### config.mk
export PLATFORM = sky130hd
export DESIGN_NAME = hazard_scoreboard
export DESIGN_NICKNAME = d
export VERILOG_FILES = /design/src/rtl/data_path_muxs_pkg.sv /design/src/rtl/hazard_scoreboard_reg_scoreboard.sv /design/src/rtl/hazard_scoreboard.sv
export SDC_FILE = /design/constraint.sdc
export NUM_CORES = 1
export LEC_CHECK = 0
export CAP_MARGIN = 5
export CORE_MARGIN = 2
export CORE_UTILIZATION = 40
export DETAILED_ROUTE_END_ITERATION = 12
export SLEW_MARGIN = 20
export SYNTH_ARGS = -nofsm -noshare
export SYNTH_HDL_FRONTEND = slang
export SYNTH_HIERARCHICAL = 1
export SYNTH_SLANG_ARGS = --single-unit
### constraint.sdc
create_clock -name CLK -period 9.3 [get_ports CLK]
set_input_delay 1.86 -clock CLK [delete_from_list [all_inputs] [get_ports CLK]]
set_output_delay 1.86 -clock CLK [all_outputs]
set_load 0.005 [all_outputs]
### src/rtl/data_path_muxs_pkg.sv
// Package: data_path_muxs_pkg
// Shared datapath mux select and hazard FSM types.
//   pcsrc_t    - PC source select driven by the hazard unit
//   hz_state_t - hazard FSM state
//   cnt_width  - width of a pending-result counter holding max(a, b)
package data_path_muxs_pkg;

   typedef enum logic [1:0] {
      NXT = 2'd0,
      BR  = 2'd1,
      JMP = 2'd2,
      JR  = 2'd3
   } pcsrc_t;

   typedef enum logic [1:0] {
      RUN    = 2'd0,
      SQUASH = 2'd1,
      HALTED = 2'd2
   } hz_state_t;

   function automatic int unsigned cnt_width(input int unsigned a, input int unsigned b);
      int unsigned m;
      m = (a > b) ? a : b;
      return (m < 1) ? 1 : $clog2(m + 1);
   endfunction

endpackage

### src/rtl/hazard_scoreboard_reg_scoreboard.sv
// Module: reg_scoreboard
// Per-register pending-result counters. A counter is loaded on set and
// counts down by one on every dec_en cycle until it reaches zero.
// Register 0 never holds a pending result.
// Ports:
//   clk, n_rst       - clock, asynchronous active-low reset
//   set_en/idx/val   - load counter set_idx with set_val (wins over decrement)
//   dec_en           - decrement every nonzero counter
//   rs_idx, rt_idx   - lookup indices
//   rs_busy, rt_busy - looked-up counter is nonzero
module reg_scoreboard #(
   parameter  int unsigned NREGS = 32,
   parameter  int unsigned CW    = 1,
   localparam int unsigned RW    = $clog2(NREGS)
) (
   input  logic          clk,
   input  logic          n_rst,
   input  logic          set_en,
   input  logic [RW-1:0] set_idx,
   input  logic [CW-1:0] set_val,
   input  logic          dec_en,
   input  logic [RW-1:0] rs_idx,
   input  logic [RW-1:0] rt_idx,
   output logic          rs_busy,
   output logic          rt_busy
);

   logic [CW-1:0] cnt [NREGS];

   always_ff @(posedge clk or negedge n_rst) begin
      if (!n_rst) begin
         for (int unsigned r = 0; r < NREGS; r++) cnt[r] <= '0;
      end else begin
         for (int unsigned r = 0; r < NREGS; r++) begin
            if (r == 0)
               cnt[r] <= '0;
            else if (set_en && set_idx == RW'(r))
               cnt[r] <= set_val;
            else if (dec_en && cnt[r] != '0)
               cnt[r] <= cnt[r] - CW'(1);
         end
      end
   end

   assign rs_busy = (cnt[rs_idx] != '0);
   assign rt_busy = (cnt[rt_idx] != '0);

endmodule

### src/rtl/hazard_scoreboard.sv
// Module: hazard_scoreboard
// Pipeline hazard unit: tracks pending register results, stalls on RAW
// hazards, squashes wrong-path fetches after taken branches/jumps and
// freezes fetch on HALT.
// Ports:
//   CLK, nRST                - clock, asynchronous active-low reset
//   ihit, dhit               - fetch / data access complete
//   id_*                     - decoded instruction in IF/ID
//   ex_br_taken, ex_halt     - EX/MEM branch resolution and halt
//   enable_*, flush_*        - per-stage enables and bubble inserts
//   PCSrc                    - PC select
//   stall_cnt                - saturating RAW stall cycle count
module hazard_scoreboard
   import data_path_muxs_pkg::*;
#(
   parameter  int unsigned NREGS     = 32,
   parameter  int unsigned LOAD_LAT  = 1,
   parameter  int unsigned FWD_EN    = 1,
   parameter  int unsigned ALU_LAT   = 2,
   parameter  int unsigned BR_SHADOW = 1,
   localparam int unsigned RW        = $clog2(NREGS),
   localparam int unsigned CW        = cnt_width(LOAD_LAT, ALU_LAT)
) (
   input  logic          CLK,
   input  logic          nRST,
   input  logic          ihit,
   input  logic          dhit,
   input  logic          id_valid,
   input  logic [RW-1:0] id_rs,
   input  logic [RW-1:0] id_rt,
   input  logic          id_rs_used,
   input  logic          id_rt_used,
   input  logic [RW-1:0] id_rd,
   input  logic          id_wen,
   input  logic          id_is_load,
   input  logic          id_jump,
   input  logic          id_jr,
   input  logic          ex_br_taken,
   input  logic          ex_halt,
   output logic          enable_pc,
   output logic          enable_IF_ID,
   output logic          enable_ID_EX,
   output logic          enable_EX_MEM,
   output logic          enable_MEM_WB,
   output logic          flush_IF_ID,
   output logic          flush_ID_EX,
   output logic          flush_EX_MEM,
   output logic          flush_MEM_WB,
   output pcsrc_t        PCSrc,
   output logic [15:0]   stall_cnt
);

   hz_state_t     state_q, state_d;
   logic [2:0]    shadow_q, shadow_d;
   logic          rs_busy, rt_busy;
   logic          raw_stall, in_run, issue, stall_evt;
   logic [CW-1:0] set_val;

   assign in_run    = (state_q == RUN);
   assign raw_stall = id_valid & ((id_rs_used & rs_busy) | (id_rt_used & rt_busy));
   assign issue     = ihit & id_valid & ~raw_stall & in_run & ~ex_br_taken;
   assign stall_evt = ihit & raw_stall & in_run & ~ex_br_taken & ~ex_halt;

   // With forwarding, a non-load write is consumable next cycle, so the
   // counter is cleared rather than left to run down from an older load.
   assign set_val = id_is_load     ? CW'(LOAD_LAT) :
                    (FWD_EN == 0)  ? CW'(ALU_LAT)  : '0;

   reg_scoreboard #(
      .NREGS (NREGS),
      .CW    (CW)
   ) u_reg_scoreboard (
      .clk     (CLK),
      .n_rst   (nRST),
      .set_en  (issue & id_wen & (id_rd != '0)),
      .set_idx (id_rd),
      .set_val (set_val),
      .dec_en  (ihit),
      .rs_idx  (id_rs),
      .rt_idx  (id_rt),
      .rs_busy (rs_busy),
      .rt_busy (rt_busy)
   );

   always_comb begin
      enable_pc     = 1'b1;
      enable_IF_ID  = ihit;
      enable_ID_EX  = ihit;
      enable_EX_MEM = ihit | dhit;
      enable_MEM_WB = ihit | dhit;
      flush_IF_ID   = 1'b0;
      flush_ID_EX   = 1'b0;
      flush_EX_MEM  = dhit;
      flush_MEM_WB  = 1'b0;
      PCSrc         = NXT;
      state_d       = state_q;
      shadow_d      = shadow_q;

      if (ex_halt || state_q == HALTED) begin
         enable_pc   = 1'b0;
         flush_IF_ID = 1'b1;
         flush_ID_EX = 1'b1;
         state_d     = HALTED;
      end else if (ex_br_taken) begin
         PCSrc        = BR;
         flush_IF_ID  = 1'b1;
         flush_ID_EX  = 1'b1;
         flush_EX_MEM = 1'b1;
         if (BR_SHADOW > 1) begin
            state_d  = SQUASH;
            shadow_d = 3'(BR_SHADOW - 1);
         end else begin
            state_d  = RUN;
         end
      end else if (state_q == SQUASH) begin
         flush_IF_ID = 1'b1;
         if (ihit) begin
            shadow_d = shadow_q - 3'd1;
            if (shadow_q == 3'd1) state_d = RUN;
         end
      end else if (raw_stall) begin
         enable_pc    = 1'b0;
         enable_IF_ID = 1'b0;
         flush_ID_EX  = 1'b1;
      end else if (id_jump) begin
         PCSrc       = id_jr ? JR : JMP;
         flush_IF_ID = 1'b1;
      end
   end

   always_ff @(posedge CLK or negedge nRST) begin
      if (!nRST) begin
         state_q   <= RUN;
         shadow_q  <= '0;
         stall_cnt <= '0;
      end else begin
         state_q  <= state_d;
         shadow_q <= shadow_d;
         if (stall_evt && stall_cnt != 16'hFFFF) stall_cnt <= stall_cnt + 16'd1;
      end
   end

endmodule

Word level (Yosys, flattened, before mapping). Index checks and enable logic that the tools add are counted.

Output and inout port bits: 27. Logic and storage cells: 359. Register bits after elaboration: 83.

Eq/ne operators: 35. Reductions and logical operators: 135. Order comparisons: 2. $add $sub $neg: 33. Bitwise logic cells: 21. Multiplexer cells: 99.

Operators by type and width (number): $mux W2 (76); $reduce_bool A2 Y1 (64); $eq A5 B5 Y1 const B (16); $logic_and A1 B1 Y1 (63); $sub A2 B1 Y2 const B (31); $eq A5 B4 Y1 const B (8); $mux W1 (21); $bmux W2 S5 (2); $eq A5 B3 Y1 const B (4); $add A16 B1 Y16 const B (1); $ne A16 B16 Y1 const B (1); $and A1 B1 Y1 (13); $ge A6 B6 Y1 const B (2); $not A5 Y6 (2); $eq A5 B2 Y1 const B (2); $reduce_bool A3 Y1 (3); $eq A5 B1 Y1 const B (1); $reduce_bool A5 Y1 (1); $not A1 Y1 (4); $reduce_and A4 Y1 (1); $eq A3 B1 Y1 const B (1); $reduce_and A3 Y1 (1); $sub A3 B1 Y3 const B (1); $eq A2 B1 Y1 const B (1); 4 further kinds (5).

Logic depth before layout (Yosys ltp).
Word-level depth: 16. Mapped depth: 15.

Hierarchy. The synthesis kept the hierarchy.

By module, submodules not included: reg_scoreboard (seq. area each 1551.5 sq um, instances 1, area an instance 4455.5 sq um, cells each 546); hazard_scoreboard (seq. area each 425.4 sq um, instances 1, area an instance 1034.7 sq um, cells each 101).

Least setup slack after synthesis. OpenSTA, ideal clock, no wires.

Path type: input port to output port. Start: input port id_rs[0]. End: output port PCSrc[0]. Buffers on the path: 1. Data required time: 7.440 ns. Setup slack: 3.868 ns. Arrival: 3.572 ns. Stages on the path: 10. Cell sequence: buf_4 > inv_4 > mux4_2 > nand2_1 > a211oi_1 > nor4_1 > a22o_1 > nand2_1 > a31oi_1 > nor2_1.

Longest elaborated chain between the ends: 12.

RTL lines: from (decl) (line hazard_scoreboard.sv:29) `input logic [RW-1:0] id_rs,`; $not A5 Y6 (not written as such) (line hazard_scoreboard_reg_scoreboard.sv:45) `assign rs_busy = (cnt[rs_idx] != '0);`; $bmux W2 S5 (line hazard_scoreboard_reg_scoreboard.sv:45); $mux W2 (not written as such) (2 in series) (line hazard_scoreboard_reg_scoreboard.sv:45); $reduce_bool A2 Y1 (line hazard_scoreboard_reg_scoreboard.sv:45); named net rs_busy (line hazard_scoreboard.sv:55) `logic rs_busy, rt_busy;`; $and A1 B1 Y1 (line hazard_scoreboard.sv:60) `assign raw_stall = id_valid & ((id_rs_used & rs_busy) | (id_rt_used & rt_busy));`; $or A1 B1 Y1 (line hazard_scoreboard.sv:60); $and A1 B1 Y1 (line hazard_scoreboard.sv:60); $mux W2 (line hazard_scoreboard.sv:121) `end else if (raw_stall) begin`; $mux W2 (line hazard_scoreboard.sv:115) `end else if (state_q == SQUASH) begin`; $mux W2 (line hazard_scoreboard.sv:104) `end else if (ex_br_taken) begin`; $mux W2 (line hazard_scoreboard.sv:99) `if (ex_halt || state_q == HALTED) begin`; to (decl) (line hazard_scoreboard.sv:49) `output pcsrc_t PCSrc,`.

The timed path passes the listed nets, and every way through them passes these cells. The select of a mux whose other input is x is not followed.

Worst setup path in the final report.
Start: input port id_rt[1]. End: output port PCSrc[1].

Longest elaborated chain between the ends: 12.

RTL lines: from (decl) (line hazard_scoreboard.sv:30) `input logic [RW-1:0] id_rt,`; $not A5 Y6 (not written as such) (line hazard_scoreboard_reg_scoreboard.sv:46) `assign rt_busy = (cnt[rt_idx] != '0);`; $bmux W2 S5 (line hazard_scoreboard_reg_scoreboard.sv:46); $mux W2 (not written as such) (2 in series) (line hazard_scoreboard_reg_scoreboard.sv:46); $reduce_bool A2 Y1 (line hazard_scoreboard_reg_scoreboard.sv:46); named net rt_busy (line hazard_scoreboard.sv:55); $and A1 B1 Y1 (line hazard_scoreboard.sv:60); $or A1 B1 Y1 (line hazard_scoreboard.sv:60); $and A1 B1 Y1 (line hazard_scoreboard.sv:60); $mux W2 (line hazard_scoreboard.sv:121); $mux W2 (line hazard_scoreboard.sv:115); $mux W2 (line hazard_scoreboard.sv:104); $mux W2 (line hazard_scoreboard.sv:99).

The timed path passes the listed nets, and every way through them passes these cells. The select of a mux whose other input is x is not followed.

==> results.md <==
| Group | Result | This run |
|---|---|---|
| timing | Worst clock skew | 0.00703 ns |
| floorplan | Boundary Pins | 55 |
| pwr | Leakage power of the design | 2.89 nW |
| min path | Source of the worst hold timing path | stall_cnt[15]$_DFFE_PN0P_ |
| synthesis | Dominant cell by count in the synthesized netlist | nor2_1 |
| critical path | Worst EP required | 7.44 ns |
| timing | Tightest Pin Transition | 0.880 ns |
| global routing | Combined global-route utilization of all metal layers | 0.204 |
| synthesis | Synth warn | 6 |
| route | Number of routed nets with antenna violations | 0 |
| min path | Worst hold-check path type | reg -> reg |
| critical path | Category of cells accounting for the largest share of critical-path delay | buffers and inverters |
| run | Max-cap violation count | 0 |
| synthesis | Mapped cell area | 5490 um^2 |
| synthesis | Gate Count Post-Synth | 647 |
| final layout | Share of the core filled with cells in the final layout | 0.486 |
| route | Total iterations of the first detailed-routing run | 4 |
| min path | Worst hold path depth | 1 |
| route | Vias | 4598 |
| clock network | Clk Tree Root Cell | clkbuf_16 |
| clock network | Reg clk slew, reported paths | 0.07 ns |
| route | Final Routed Wirelength | 14.0 mm |
| critical path | CP startpoint kind | input port |
| synthesis | Dominant cell type by area after synthesis | dfrtp_1 |
| run status | Outcome | complete, no violations |
| synthesis | Most frequent cells after synthesis | nor2_1 (91), dfrtp_1 (79), nand2_1 (69), inv_1 (68), a21oi_1 (57) |
| timing | Final hold viol count | 0 |
| route | Initial DRC Count | 257 |
| clock network | Post-CTS setup buffers | 0 |
| critical path | Launch point of the worst reg-to-reg path | u_reg_scoreboard/cnt[34]$_DFFE_PN0P_ |
| pwr | Areal power density over the cells | 267 nW/um^2 |
| synthesis | Portion of netlist area occupied by mux cells | 0.0663 |
| timing | Part of the cycle the worst path needs | 0.763 |
| final layout | Proportion of layout cells with a drive suffix above 1 | 0.0654 |
| timing | FMAX | 0.141 GHz |
| floorplan | Die height | 121 um |
| pwr | Net Sw Frac | 0.374 |
| clock network | Maximum buffer depth of the clock tree | 2 |
| clock network | Hold-fix buffer count after cts | 0 |
| pwr | Seq pwr share | 0.340 |
| final layout | Net count, final | 758 |
| clock network | TritonCTS clock tree | done |
| route | Post-detailed-route wirelength per cell | 15.9 um |
| clock network | Number of resized instances in the post-cts repair step | 0 |
| critical path | Setup CP Type | in -> out |
| pwr | Relative contribution of the clock network to total power | 0.224 |
| clock network | CTS buffer count | 9 |
| synthesis | Share of the synthesized area in the top cell type | 0.360 |
| min path | End point of the worst hold path | stall_cnt[15]$_DFFE_PN0P_ |
| timing | Max Transition Viols Final | 0 |
| synthesis | Count of unique library cells instantiated by Yosys | 56 |
| timing | Unrepaired setup endpoints after global routing | no |
| critical path | CP max stage cell | clkdlybuf4s50_1 |
| final layout | Area of all sequential standard cells | 1980 um^2 |
| timing | Max-slew headroom | 0.411 |
| floorplan | Initial cell density of the core | 0.411 |
| global routing | Global-route wire length before repair | 23.0 mm |
| critical path | Worst Path Max Fanout | 22 |
| critical path | Max stage delay on crit path | 0.85 ns |
| floorplan | Area of the die | 14700 um^2 |
| timing | Total negative slack for setup checks | 0 ns |
| critical path | Worst reg2reg path depth | 12 |
| route | Post-detailed-route DRC marker count | 0 |
| final layout | Ant. Diodes | 0 |
| synthesis | Cells taking the most area after synthesis | dfrtp_1 (36%), ha_1 (7.3%), nor2_1 (6.2%) |
| synthesis | Main synth FF type | dfrtp_1 |
| pwr | Net switching power | 0.000648 W |
| clock network | Insertion delay to the later sink of the worst-skew pair | 0.35 ns |
| global routing | Vias in the first global route | 4736 |
| synthesis | Simple-Gate Fraction of Synth Area | 0.239 |
| global routing | Remaining global-route overflow | 0 |
| synthesis | Number of enable flip-flop cells after synthesis | 0 |
| pwr | Internal power | 0.00108 W |
| final layout | Footprint of the multi-input gates | 3150 um^2 |
| synthesis | Adder-cell share of the synthesized area | 0.0729 |
| floorplan | Core footprint | 13300 um^2 |
| pwr | Combinational group share of total power | 0.436 |
| synthesis | Ys async rst share | 1.00 |
| floorplan | Floorplan row count | 42 |
| critical path | Arrival time at the worst endpoint | 5.23 ns |
| global routing | Antenna violations before repair | 0 |
| clock network | Sinks on Clock Net | 79 |
| final layout | Number of filler cells placed in the layout | 1308 |
| synthesis | Post-Synth XOR/XNOR Area | 0.0734 |
| global routing | Pin count of the biggest net entering global routing | 80 |
| synthesis | Fraction of the yosys area taken by sequential cells | 0.360 |
| floorplan | Die extent in x | 121 um |
| timing | Time the final worst path needs with I/O delays and setup | 7.09 ns |
| critical path | Endpoint of the lowest-slack register-to-register path | u_reg_scoreboard/cnt[33]$_DFFE_PN0P_ |
| synthesis | Largest family of logic cells by synthesized area | simple AND/OR/NAND/NOR gates |
| place | Count of input and output buffers | 53 |
| synthesis | Compound-cell area share of the yosys netlist | 0.119 |
| synthesis | Post-synthesis area per instance | 8.49 um^2 |
| pwr | Worst ir drop on vdd | 0.000102 V |
| synthesis | Number of synthesized register bits | 79 |
| critical path | Critical path buffers and inverters | 2 |
| timing | Total of endpoints with negative setup slack in the final report | 0 |
| critical path | Launching instance or port of the critical path | id_rt[1] |
| critical path | Flop-to-flop setup slack | 5.43 ns |
| place | Routability cong. | 0.875 |
| clock network | Number of H-tree levels | 3 |
| place | Detailed placement HPWL | 10.1 mm |
| critical path | Cells along the critical path | clkdlybuf4s50_1 -> nor3_1 -> a21oi_1 -> mux4_2 -> a221oi_2 -> a21oi_2 -> a22o_1 -> nand2_1 -> nand2_1 -> nor3_1 -> clkdlybuf4s50_1 |
| route | Average via count per standard cell | 5.23 |
| critical path | Kind of capture point of the worst setup path | output pin |
| final layout | Area overhead of the layout relative to synthesis | 18.2% |
## kinds of logic after synthesis
group,count (synthesis)
buffers and inverters,91
DFF,79
xor gates and xnor gates,46
adders and majority gates,32
other,1
muxes,24
and+or+nand+nor,262
AOI/OAI and AO/OA,112
## worst max-delay path by stage
stage / to / slack [ns] / cells past startpoint
floorplan: PCSrc[0] / 3.87 / 10
global placement: PCSrc[1] / 2.29 / 11
detailed placement: PCSrc[1] / 2.23 / 11
CTS: PCSrc[1] / 2.20 / 11
global route: PCSrc[1] / 2.03 / 11
finish: PCSrc[1] / 2.21 / 11
## layer usage
layer  vias to the layer above  track usage  part of all wire
met1                      2201        0.254              0.44
met5                         -            0                 0
met2                       112        0.341              0.48
met3                        20       0.0315             0.054
met4                         0        0.105             0.030
li1                       2265            -                 -
## worst register-to-register path: stages, from the launching register on
cell and delay (ns):
dfrtp_1 0.38, nor2_1 0.25, a21oi_1 0.12, mux4_2 0.53, a221oi_2 0.30, a21oi_2 0.04, a22o_1 0.32, or3_1 0.41
a21oi_1 0.16, nand2b_1 0.13, nor2_1 0.54, nand2_1 0.21, mux2_1 0.35
## sequential cells by signal, summed over array words and instances, names as in the netlist
register and cells:
stall_cnt 16, state_q 1, u_reg_scoreboard/cnt 62
## cells in the final DEF, fill, tap and decap left out, types with 16 or more instances in the layout
cell type,count
nand2_1,69
nor3_1,22
dfrtp_1,79
nand2b_1,35
xnor2_1,34
inv_1,68
ha_1,32
clkdlybuf4s50_1,52
nor2_1,91
o21ai_0,16
a21oi_1,57
## power by group through the flow
stage / clock network, W / registers (W) / logic [W]
3_5_place_dp: 0 / 0.000595 / 0.000749
6_report: 0.000388 / 0.000590 / 0.000755
3_3_place_gp: 0 / 0.000590 / 0.000699
5_1_grt: 0.000411 / 0.000606 / 0.000867
2_1_floorplan: 0 / 0.000568 / 0.000589
4_1_cts: 0.000398 / 0.000589 / 0.000757
## stage by stage
| step | hold slack (ns) | std cells | power (W) | setup WS [ns] | area (um^2) |
|---|---|---|---|---|---|
| after CTS | 0.507 | 879 | 0.00174 | 2.20 | 6480 |
| after floorplan | 0.485 | 651 | 0.00116 | 3.87 | 5510 |
| final | 0.512 | 879 | 0.00173 | 2.21 | 6490 |
| after detailed placement | 0.490 | 863 | 0.00134 | 2.23 | 6160 |
| after global placement | 0.485 | 863 | 0.00129 | 2.29 | 6160 |
| after global routing | 0.538 | 879 | 0.00188 | 2.03 | 6490 |
## final cells by class
cell class,count,area share
Clock inverter,7,0.0147
Clock buffer,9,0.0347
Multi-Input combinational cell,481,0.485
Tap cell,176,0.0339
Inverter,71,0.0415
Sequential cell,79,0.305
Timing Repair Buffer,56,0.0854
Note: power is estimated with default switching activity, not from simulation.
==> RTL change 1: new RTL, same settings <==
`FWD_EN`: 1 -> 0.
--- a/src/rtl/hazard_scoreboard.sv
+++ b/src/rtl/hazard_scoreboard.sv
@@ -16,5 +16,5 @@
    parameter  int unsigned NREGS     = 32,
    parameter  int unsigned LOAD_LAT  = 1,
-   parameter  int unsigned FWD_EN    = 1,
+   parameter  int unsigned FWD_EN    = 0,
    parameter  int unsigned ALU_LAT   = 2,
    parameter  int unsigned BR_SHADOW = 1,
Formal check against the unedited RTL: not equivalent (a bounded check fails within 4 cycles, from zero or initial values and one cycle with nRST low).
==> RTL change 1 against the original RTL <==
Combinational power is essentially flat. Largest cell class unchanged. Setup slack gained 0.070 ns. Register-to-register slack lost 0.16 ns. Via count shrank 1.1%. Non-clock buffer count grew 1. Sequential cell count is the same. Final area shrank 0.33%. Area after synthesis grew 0.91%. Routed wire length shrank 1.2%. Cell count grew 0.11%. First-iteration DRC count shrank 1.9%. Power shrank 3.1%.
==> RTL change 1: results <==
[status]
status = "finished clean"

[placed_design]
gp_congestion = 0.870
dpl-instance-area_um2 = 6190
dp_hpwl_um = 10000
pre_cts_slack_ns = 2.31
place_inst = 864

[worst_setup_path]
ff2ff_setup_slack_ns = 5.27
worstReg2RegStart = "u_reg_scoreboard/cnt[43]"
worstRegToRegCells = 13
critPathArrivalTime_ns = 5.16

[detailed_routing]
post_drt_via_cell_ratio = 5.17
postRouteWirelength_um = 13800
wl_met3_um = 562
wl_met1_um = 6050
drtIter0Drc = 252
via_count = 4548

[grt]
first_global_vias = 4678
grt_pass1_wl_um = 22800
use_met3_pct = 3.75
use_met1_pct = 23.8
grt.total_usage_pct = 20.0
use_met2_pct = 33.4

[layout]
fin_nets = 755
layout-drive-gt1-share_pct = 7.14

[sta]
slew-limit-headroom_pct = 40.6
timing.fmax_mhz = 142
holdWs_ns = 0.513
fin_skew_ns = 0.0107

[yosys]
yosys.area_share.adder_pct = 7.23
synth_xor_area_share_pct = 6.96
synthTopCellsByArea = "dfrtp_1 (36%), ha_1 (7.2%), nor2_1 (6.2%)"
synth_compound_area_share_pct = 11.7
syn_area_per_cell_um2 = 8.54
synth_cell_types = 59
synth.area.mux_share_pct = 6.96
synth-seq-area-share_pct = 35.7
synthTopCellsByCount = "nor2_1 (92), dfrtp_1 (79), nand2_1 (69)"

[hold_path]
min_from = "stall_cnt[11]"
holdPathEnd = "stall_cnt[11]"

[power]
internal_power_w = 0.00104
power_leakage_nw = 2.83
ir_drop_uv = 127
[RTL change 1: power groups by stage]
stage / clock network (W) / registers (W) / logic [W]
after detailed placement: 0 / 0.000598 / 0.000750
after floorplan: 0 / 0.000569 / 0.000589
after global routing: 0.000361 / 0.000611 / 0.000871
final: 0.000332 / 0.000593 / 0.000754
after CTS: 0.000343 / 0.000592 / 0.000756
after global placement: 0 / 0.000591 / 0.000695
[RTL change 1: cell type report]
type | instances | area, um2
inverter | 71 | 269
tap | 180 | 225
timing repair buffer | 57 | 562
clock inverter | 5 | 33.8
multi-input combinational | 477 | 3160
sequential | 79 | 1980
fill | 1301 | 7250
clock buffer | 11 | 243
[RTL change 1: worst reg2reg max path: stages, from the launching register on]
cell and delay, ns:
dfrtp_1 0.39, nor2_1 0.21, a21oi_1 0.10, mux4_2 0.52
a221oi_2 0.30, a21oi_2 0.04, a22o_1 0.25, nor2_1 0.17
o21ai_0 0.12, nor3b_1 0.33, nand2b_1 0.17, nor3_1 0.70
nand2_1 0.23, mux2_1 0.36
==> RTL change 2: new RTL, same flow settings <==
Without the edit above. Encoding of `hz_state_t`: now one-hot (3 bits for 3 states).
--- a/src/rtl/data_path_muxs_pkg.sv
+++ b/src/rtl/data_path_muxs_pkg.sv
@@ -13,8 +13,8 @@
    } pcsrc_t;
 
-   typedef enum logic [1:0] {
-      RUN    = 2'd0,
-      SQUASH = 2'd1,
-      HALTED = 2'd2
+   typedef enum logic [2:0] {
+      RUN    = 3'b001,
+      SQUASH = 3'b010,
+      HALTED = 3'b100
    } hz_state_t;
 
Formal check against the unedited RTL: same outputs for any inputs over 4 cycles, from zero or initial values and one cycle with nRST low; so few cycles prove little.
==> RTL change 2 against the original RTL <==
Final area barely moved. Maximum frequency rose by 0.74%. Critical endpoint is now PCSrc[0]. Power fell by 3.1%. Setup slack improved by 0.052 ns. Critical path depth did not move. Register-to-register slack improved by 0.19 ns. Clock power fell by 12%. Largest power group unchanged. Via count rose by 1.3%. Global-route usage fell by 0.84 points. Area after synthesis rose by 0.93%. Routed wire length fell by 3.4%. Sequential cell count rose by 1. Combinational power fell by 1%. Synthesized cell count rose by 0.77%.
==> RTL change 2: results <==
[layout]
fin_nets = 761
n_all_buffers = 55
seq_cells = 80
layout-drive-gt1-share_pct = 6.09
multi_input_area_share_pct = 48.7
seq_share_pct = 30.9

[detailed_routing]
firstDrtPassIters = 5
via_count = 4658
wl_met3_um = 802
wl_per_cell_um = 15.3
postRouteWirelength_um = 13500

[worst_setup_path]
reg2reg_to = "u_reg_scoreboard/cnt[47]"
ff2ff_setup_slack_ns = 5.62

[power]
p_clk_share_pct = 20.3
p_sw_share_pct = 37.6
powerSeq_w = 0.000592

[grt]
use_met2_pct = 31.7
grt_pass1_wl_um = 22400
grt_max_degree = 81
grt.total_usage_pct = 19.5
use_met1_pct = 25.5
use_met3_pct = 4.26

[status]
status = "finished clean"

[yosys]
synth_cell_types = 59
synthTopCellsByArea = "dfrtp_1 (36%), ha_1 (7.2%), xnor2_1 (6.5%)"

[placed_design]
gp_congestion = 0.859
dp_hpwl_um = 9860

[sta]
slew-limit-headroom_pct = 41.9
-- RTL change 2: cell types whose count changed in the layout (fill, tap and decap cells not counted), sizes merged, moves of 3 or more --
cell / change
clkbuf: +3
xor2: -8
nand4: +3
nor2: -4
nor4: -3
nand3: -3
and3: +4
nor4b: -3
nor3: -3
o211ai: +3
xnor2: +7
-- RTL change 2: cells by family after synthesis --
family | Yosys count | share of synthesized area (%)
buffers and inverters | 92 | 7.18
and+or+nand+nor | 258 | 22.3
other | 1 | 0.0677
muxes | 25 | 6.77
AOI/OAI and AO/OA | 119 | 13.2
DFF | 80 | 36.1
xor gates and xnor gates | 45 | 7.11
adders and majority gates | 32 | 7.23
-- RTL change 2: per-stage QoR --
stage	utilization, %	setup slack, ns	instance area, um2	hold slack (ns)
global placement	45.2	2.36	6200	0.485
global route	47.3	2.02	6480	0.542
CTS	47.2	2.25	6480	0.515
floorplan	-	3.94	5560	0.485
finish	47.3	2.26	6480	0.508
detailed placement	45.2	2.27	6200	0.503
